`src/rtl/hazard_fwd_ctrl.sv`:
```
// Decode-side hazard/forwarding controller: per-source operand resolution against
// NFWD in-flight producers, load-use stall, redirect flush sequencing and a stall counter.

module hazard_fwd_src #(
    parameter int XLEN  = 32,
    parameter int REGAW = 5,
    parameter int NFWD  = 3
) (
    input  logic [REGAW-1:0]      src,
    input  logic                  use_src,
    input  logic [XLEN-1:0]       rdata,
    input  logic [NFWD-1:0]       prod_valid,
    input  logic [NFWD-1:0]       prod_wen,
    input  logic [NFWD-1:0]       prod_ready,
    input  logic [NFWD*REGAW-1:0] prod_rd,
    input  logic [NFWD*XLEN-1:0]  prod_data,
    output logic [XLEN-1:0]       opnd,
    output logic                  fwd,
    output logic                  pend
);
    // Walk oldest to youngest so the youngest match is the last one written.
    always_comb begin
        opnd = rdata;
        fwd  = 1'b0;
        pend = 1'b0;
        for (int i = NFWD - 1; i >= 0; i--) begin
            if (prod_valid[i] && prod_wen[i] && use_src && (src != '0) &&
                (prod_rd[i*REGAW +: REGAW] == src)) begin
                fwd  = prod_ready[i];
                pend = !prod_ready[i];
                opnd = prod_ready[i] ? prod_data[i*XLEN +: XLEN] : rdata;
            end
        end
    end
endmodule

module hazard_fwd_ctrl #(
    parameter int XLEN      = 32,
    parameter int REGAW     = 5,
    parameter int NFWD      = 3,
    parameter int FLUSH_CYC = 2,
    parameter int CNTW      = 16
) (
    input  logic                  clk,
    input  logic                  rst,
    input  logic                  dec_valid,
    input  logic [REGAW-1:0]      dec_rs1,
    input  logic [REGAW-1:0]      dec_rs2,
    input  logic                  dec_use_rs1,
    input  logic                  dec_use_rs2,
    input  logic [XLEN-1:0]       dec_rdata_a,
    input  logic [XLEN-1:0]       dec_rdata_b,
    input  logic [NFWD-1:0]       prod_valid,
    input  logic [NFWD-1:0]       prod_wen,
    input  logic [NFWD*REGAW-1:0] prod_rd,
    input  logic [NFWD-1:0]       prod_ready,
    input  logic [NFWD*XLEN-1:0]  prod_data,
    input  logic                  redirect,
    output logic [XLEN-1:0]       opnd_a,
    output logic [XLEN-1:0]       opnd_b,
    output logic                  fwd_a,
    output logic                  fwd_b,
    output logic                  stall,
    output logic                  flush,
    output logic [CNTW-1:0]       stall_cnt
);
    typedef enum logic {IDLE, FLUSH} state_t;

    localparam logic [3:0] RELOAD = 4'(FLUSH_CYC - 1);

    logic [1:0][REGAW-1:0] src;
    logic [1:0]            use_src;
    logic [1:0][XLEN-1:0]  rdata;
    logic [1:0][XLEN-1:0]  opnd;
    logic [1:0]            fwd;
    logic [1:0]            pend;

    state_t     state;
    logic [3:0] flush_cnt;

    assign src     = {dec_rs2, dec_rs1};
    assign use_src = {dec_use_rs2, dec_use_rs1};
    assign rdata   = {dec_rdata_b, dec_rdata_a};

    for (genvar s = 0; s < 2; s++) begin : g_src
        hazard_fwd_src #(.XLEN(XLEN), .REGAW(REGAW), .NFWD(NFWD)) u_src (
            .src        (src[s]),
            .use_src    (use_src[s]),
            .rdata      (rdata[s]),
            .prod_valid (prod_valid),
            .prod_wen   (prod_wen),
            .prod_ready (prod_ready),
            .prod_rd    (prod_rd),
            .prod_data  (prod_data),
            .opnd       (opnd[s]),
            .fwd        (fwd[s]),
            .pend       (pend[s])
        );
    end

    assign opnd_a = opnd[0];
    assign opnd_b = opnd[1];
    assign fwd_a  = fwd[0];
    assign fwd_b  = fwd[1];

    // The redirect cycle itself flushes combinationally; FLUSH covers the tail.
    assign flush = redirect | (state == FLUSH);
    assign stall = !rst & dec_valid & (|pend) & !flush;

    always_ff @(posedge clk or posedge rst) begin
        if (rst) begin
            state     <= IDLE;
            flush_cnt <= 4'd0;
        end else if (redirect) begin
            state     <= (RELOAD == 4'd0) ? IDLE : FLUSH;
            flush_cnt <= RELOAD;
        end else if (state == FLUSH) begin
            if (flush_cnt <= 4'd1) begin
                state     <= IDLE;
                flush_cnt <= 4'd0;
            end else begin
                flush_cnt <= flush_cnt - 4'd1;
            end
        end
    end

    always_ff @(posedge clk or posedge rst) begin
        if (rst)
            stall_cnt <= '0;
        else if (stall && (stall_cnt != '1))
            stall_cnt <= stall_cnt + CNTW'(1);
    end
endmodule

```
`config.mk`:
```
export PLATFORM = sky130hd
export DESIGN_NAME = hazard_fwd_ctrl
export DESIGN_NICKNAME = d
export VERILOG_FILES = /design/src/rtl/hazard_fwd_ctrl.sv
export SDC_FILE = /design/constraint.sdc
export NUM_CORES = 1
export LEC_CHECK = 0
export BUFFER_PORTS_ARGS = -buffer_cell sky130_fd_sc_hd__buf_2
export CORE_AREA = 3 3 110 112
export CTS_BUF_LIST = sky130_fd_sc_hd__clkbuf_2 sky130_fd_sc_hd__clkbuf_4 sky130_fd_sc_hd__clkbuf_8
export CTS_CLUSTER_SIZE = 25
export DETAILED_ROUTE_END_ITERATION = 7
export DIE_AREA = 0 0 113 115
export PLACE_DENSITY = 0.79
export SLEW_MARGIN = 20
export SYNTH_ARGS = -nofsm -noshare
export SYNTH_HDL_FRONTEND = slang
export SYNTH_SLANG_ARGS = --single-unit
```
`constraint.sdc`:
```
create_clock -name clk -period 5.95 [get_ports clk]
set_input_delay 0 -clock clk [delete_from_list [all_inputs] [get_ports clk]]
set_output_delay 0 -clock clk [all_outputs]
set_load 0.02 [all_outputs]
```
# Yosys cells after proc, flatten, opt, wreduce, memory -nomap -nowiden
# Index checks and enable logic that the tools add are counted.
[totals]
regBits = 21
in_bits = 200
output_inout_bits = 84
elab_cells = 78
[classes]
n_addsub = 2
magnitude_cmp = 1
n_eq_ne = 7
n_mux = 30
n_bitwise = 4
reduce_logical = 31
[ops]
columns = ["cell", "n"]
rows = [
  ["2-to-1 mux 32 bit", 12],
  ["equality test 5 bit", 6],
  ["logical AND 1 bit", 22],
  ["adder 16 x 1 -> 16 bit (second input constant)", 1],
  ["!= test 16 bit (second input constant)", 1],
  ["2-to-1 mux 1 bit", 15],
  ["2-to-1 mux 4 bit", 3],
  ["nonzero test 5 bit", 2],
  ["zero test 1 bit", 5],
  ["less-or-equal comparator 4 x 1 -> 1 bit (second input constant)", 1],
  ["subtractor 4 x 1 -> 4 bit (second input constant)", 1],
  ["bitwise AND 1 bit", 3],
  ["nonzero test 2 bit", 1],
  ["OR reduction 2 bit", 1],
  ["OR 1 bit", 1],
]

# Longest topological paths before layout
[depth]
depth_word = 11
mapped_depth = 10
mapped_depth_nobuf = 9

# Cells and area by module
# From an unflattened synthesis, not the netlist that was laid out.
[hier_totals]
cells_unflattened = 644
hier_area_um2 = 5250.0
[by_module_without_submodules]
columns = ["module", "n_inst", "cells_each", "area_per_inst_um2", "seq_area_each_um2"]
rows = [
  ["hazard_fwd_src", 2, 271, 2073.2, 0.0],
  ["hazard_fwd_ctrl", 1, 102, 1103.6, 525.5],
]

# Worst setup path after synthesis
# No wires, ideal clock.
[synth_timing]
kind = "register to register"
start = "register stall_cnt[0]"
end = "register stall_cnt[1]"
setup_ns = 0.125
t_arrival_ns = 2.432
required_time_ns = 5.825
slack_ns = 3.393
stages_incl_launch_ff = 10
n_path_buf = 1
period_less_slack_ns = 2.557
path_cell_list = "dfrtp_1 ha_1 and3_1 nand3_1 or3_1 nor2_1 nor2_1 a221oi_2 buf_6 mux2_2"
[synth_via]
elab_chain_len = 2
word_cells_on_any_way = 3
cone_classes = "add/sub: 1; eq/ne: 1; reduce/logical: 1"
[synth_rtl]
columns = ["element", "line", "rtl"]
rows = [
  ["start: declaration", "65", "output logic [CNTW-1:0] stall_cnt"],
  ["start signal: assignment", "131", "stall_cnt <= stall_cnt + CNTW'(1);"],
  ["parallel branches: the longest is 2 deep, another holds adder 16 x 1 -> 16 bit", "-", ""],
]
# Several ways; the timed one is not identified.
# A chain may end at the register's enable or synchronous reset.

# Final worst setup path
# Ends and elaborated chain as after synthesis.

==> metrics.yaml <==
status: "completed"
synth-edff-count: 0
critPathLaunchType: "flip-flop"
crit_family: "simple AND/OR/NAND/NOR gates"
yosysTopAreaCell: "mux2_2"
htreeDepth: 1
yosys.area.top_type_share: 0.2028
grt_use_total: 0.2212
hp-start: "dec_valid"
relSlewSlack: 0.2856
hp-class: "input port to flip-flop"
cts_setup_buffers: 0
wl_per_cell_um: 16.85
fmax_mhz: 329.5
core_area_mm2: 0.01132
skew_ps: 3.824
hold_buffers: 2
intPower_w: 0.0003334
finalSetupViolCount: 0
numCtsBuffers: 3
crit_slowest_cell: "a221oi_2"
hold_depth: 4
grt_pass1_wl_um: 23960
first_iter_violations: 264
die_area_mm2: 0.01300
die_h_um: 115
routed_wl_um: 15770
antenna_found_initial: 1
cts_tree: "done"
yosysWarnings: 0
diodes: 0
cp_max_fo: 13
grt_overflow: 0
synth_cell_types: 35
critPathCaptureType: "flip-flop"
p_switching_w: 0.0001932
final_cell_mix: "283 x buf_2, 82 x nor2_1, 79 x nand2_1"
clk_latency_ps: 260
power_frac_seq: 0.285
yosysSeqAreaShare: 0.1372
crit_arrival_ps: 3180
reg2reg_depth: 8
synthesis.area_mm2: 0.003831
vdd_drop_max_mv: 0.1123
synth-async-reset-ratio: 1.000
leakage_nw: 2.445
path_clk_slew_ps: 70
power.density_mw_per_mm2: 97.53
p_clk_frac: 0.183
synthFlopType: "dfrtp_1"
synthTopCellsByArea: "mux2_2 20%, dfrtp_1 14%, o31ai_1 13%, o22ai_1 11%, nor2_1 8.0%"
grt_setup_unrepaired: "no"
drv_cap: 0
cp_cell_sequence: "ha_1, and3_1, nand3_1, or3_1, nor2_1, nor2_1, a221oi_2, mux2_2"
critPathKind: "flip-flop to flip-flop"
hold_end: "stall_cnt[14]"
syn_nets: 741
routabilityCongestion: 0.9690
first_global_vias: 4769
vias: 5149
drc: 0
viasPerCell: 5.501
fin_setup_tns_ps: 0
clock_path_buffers: 2
ant_nets: 0
netlist_instances: 538
slowest_delay_ps: 900
cts-root-buf: "clkbuf_8"
cts_resized: 0
finalHoldViolations: 0
swShare: 0.3668
finalCriticalPeriod_ps: 3035
reg2reg_to: "stall_cnt[1]"
r2r-start: "stall_cnt[0]"
combPwrFrac: 0.532
worst_pin_slew_ps: 1072
hold_ws_ps: 344.1
drt_first_pass_iters: 5
rows: 39
path_buf_inv: 0
area_growth_pct: 40.92
worstPathRequired_ps: 6100
nNetsFinal: 997
finalCritPeriodShare: 0.5101
die_w_um: 113
start_util: 0.3384
io_buffer_count: 283
hpwl_um: 12310
ff2ff_setup_slack_ps: 2910
grt_start_max_net_pins: 69
timing_max_transition_violations_final: 0
ys_ff_latch: 21
drive_gt1_frac: 0.4741
synth.avg_cell_area_um2: 7.121
clock_sinks: 21
cp_common_cell: "nor2_1"
layout_commonest_cell: "buf_2"
ioPinCount: 284
[registers in the layout, summed over array words and instances, names as in the netlist]
register,flops
stall_cnt,16
flush_cnt,4
state,1
[through the flow]
| step | cells | power [W] | instance area (um2) | setup slack [ps] | util |
|---|---|---|---|---|---|
| 2_1_floorplan | 538 | 0.0003001 | 3831 | 3393 | - |
| 3_3_place_gp | 930 | 0.0004283 | 5328 | 2948 | 0.4706 |
| 3_5_place_dp | 930 | 0.0004303 | 5330 | 2944 | 0.4708 |
| 4_1_cts | 936 | 0.0005293 | 5399 | 2912 | 0.4769 |
| 5_1_grt | 936 | 0.0005579 | 5399 | 2717 | 0.4769 |
| 6_report | 936 | 0.0005266 | 5399 | 2915 | 0.4769 |
[power groups by stage]
stage | Sequential, W | Clock, W | Combinational, W
finish | 0.000150 | 0.0000966 | 0.000280
global route | 0.000150 | 0.000104 | 0.000304
CTS | 0.000150 | 0.0000996 | 0.000280
detailed placement | 0.000153 | 0 | 0.000278
global placement | 0.000153 | 0 | 0.000276
floorplan | 0.000152 | 0 | 0.000148
[cells in the mapped netlist, types with 2 or more instances]
library cell and n:
or4_1 4, nor4_1 7, a21oi_1 2, inv_1 9, nand2b_1 4, nor3_1 5
o21ai_2 2, ha_1 3, o22ai_1 65, xor2_1 16, or3_1 5, nor3_2 3
nand3_1 11, clkbuf_1 35, o31ai_1 65, nor2_1 82, xnor2_1 26, and3_1 2
nand2_1 80, dfrtp_1 21, nand4_1 5, buf_2 5, mux2_2 69
[cell families (layout without fill, tap and decap cells)]
group | count (synthesis) | in the layout | synth area share
xor gates and xnor gates | 42 | 42 | 0.09601
and+or+nand+nor | 212 | 212 | 0.2430
buffers and inverters | 51 | 306 | 0.05356
muxes | 71 | 71 | 0.2084
DFF | 21 | 21 | 0.1372
AOI/OAI and AO/OA | 138 | 138 | 0.2521
adders and majority gates | 3 | 3 | 0.009799
[per-layer routing]
layer	GRT usage	vias up	share of wire
li1	-	2503	-
met1	0.2865	2362	0.41
met2	0.3843	249	0.49
met3	0.03105	33	0.074
met4	0.06330	2	0.024
met5	0	-	0.00082
[worst register-to-register path, stage by stage (launching register included)]
cell,delay (ps)
dfrtp_1,420
ha_1,190
and3_1,170
nand3_1,140
or3_1,410
nor2_1,200
nor2_1,70
a221oi_2,900
mux2_2,420
[how the worst max path moves through the flow]
stage,end,cells after the start,startpoint
CTS,stall_cnt[1],8,stall_cnt[0]
global placement,opnd_a[1],9,dec_rs1[1]
floorplan,stall_cnt[1],9,stall_cnt[0]
finish,stall_cnt[1],8,stall_cnt[0]
global route,stall_cnt[1],8,stall_cnt[0]
detailed placement,stall_cnt[1],8,stall_cnt[0]
[area by class of cell]
class	count	area, um2
clock buffer	4	48.80
fill	1143	5922
timing repair buffer	293	1496
inverter	9	33.78
sequential	21	525.5
tap	143	178.9
multi-input combinational	466	3115
(Power assumes the default switching activity.)
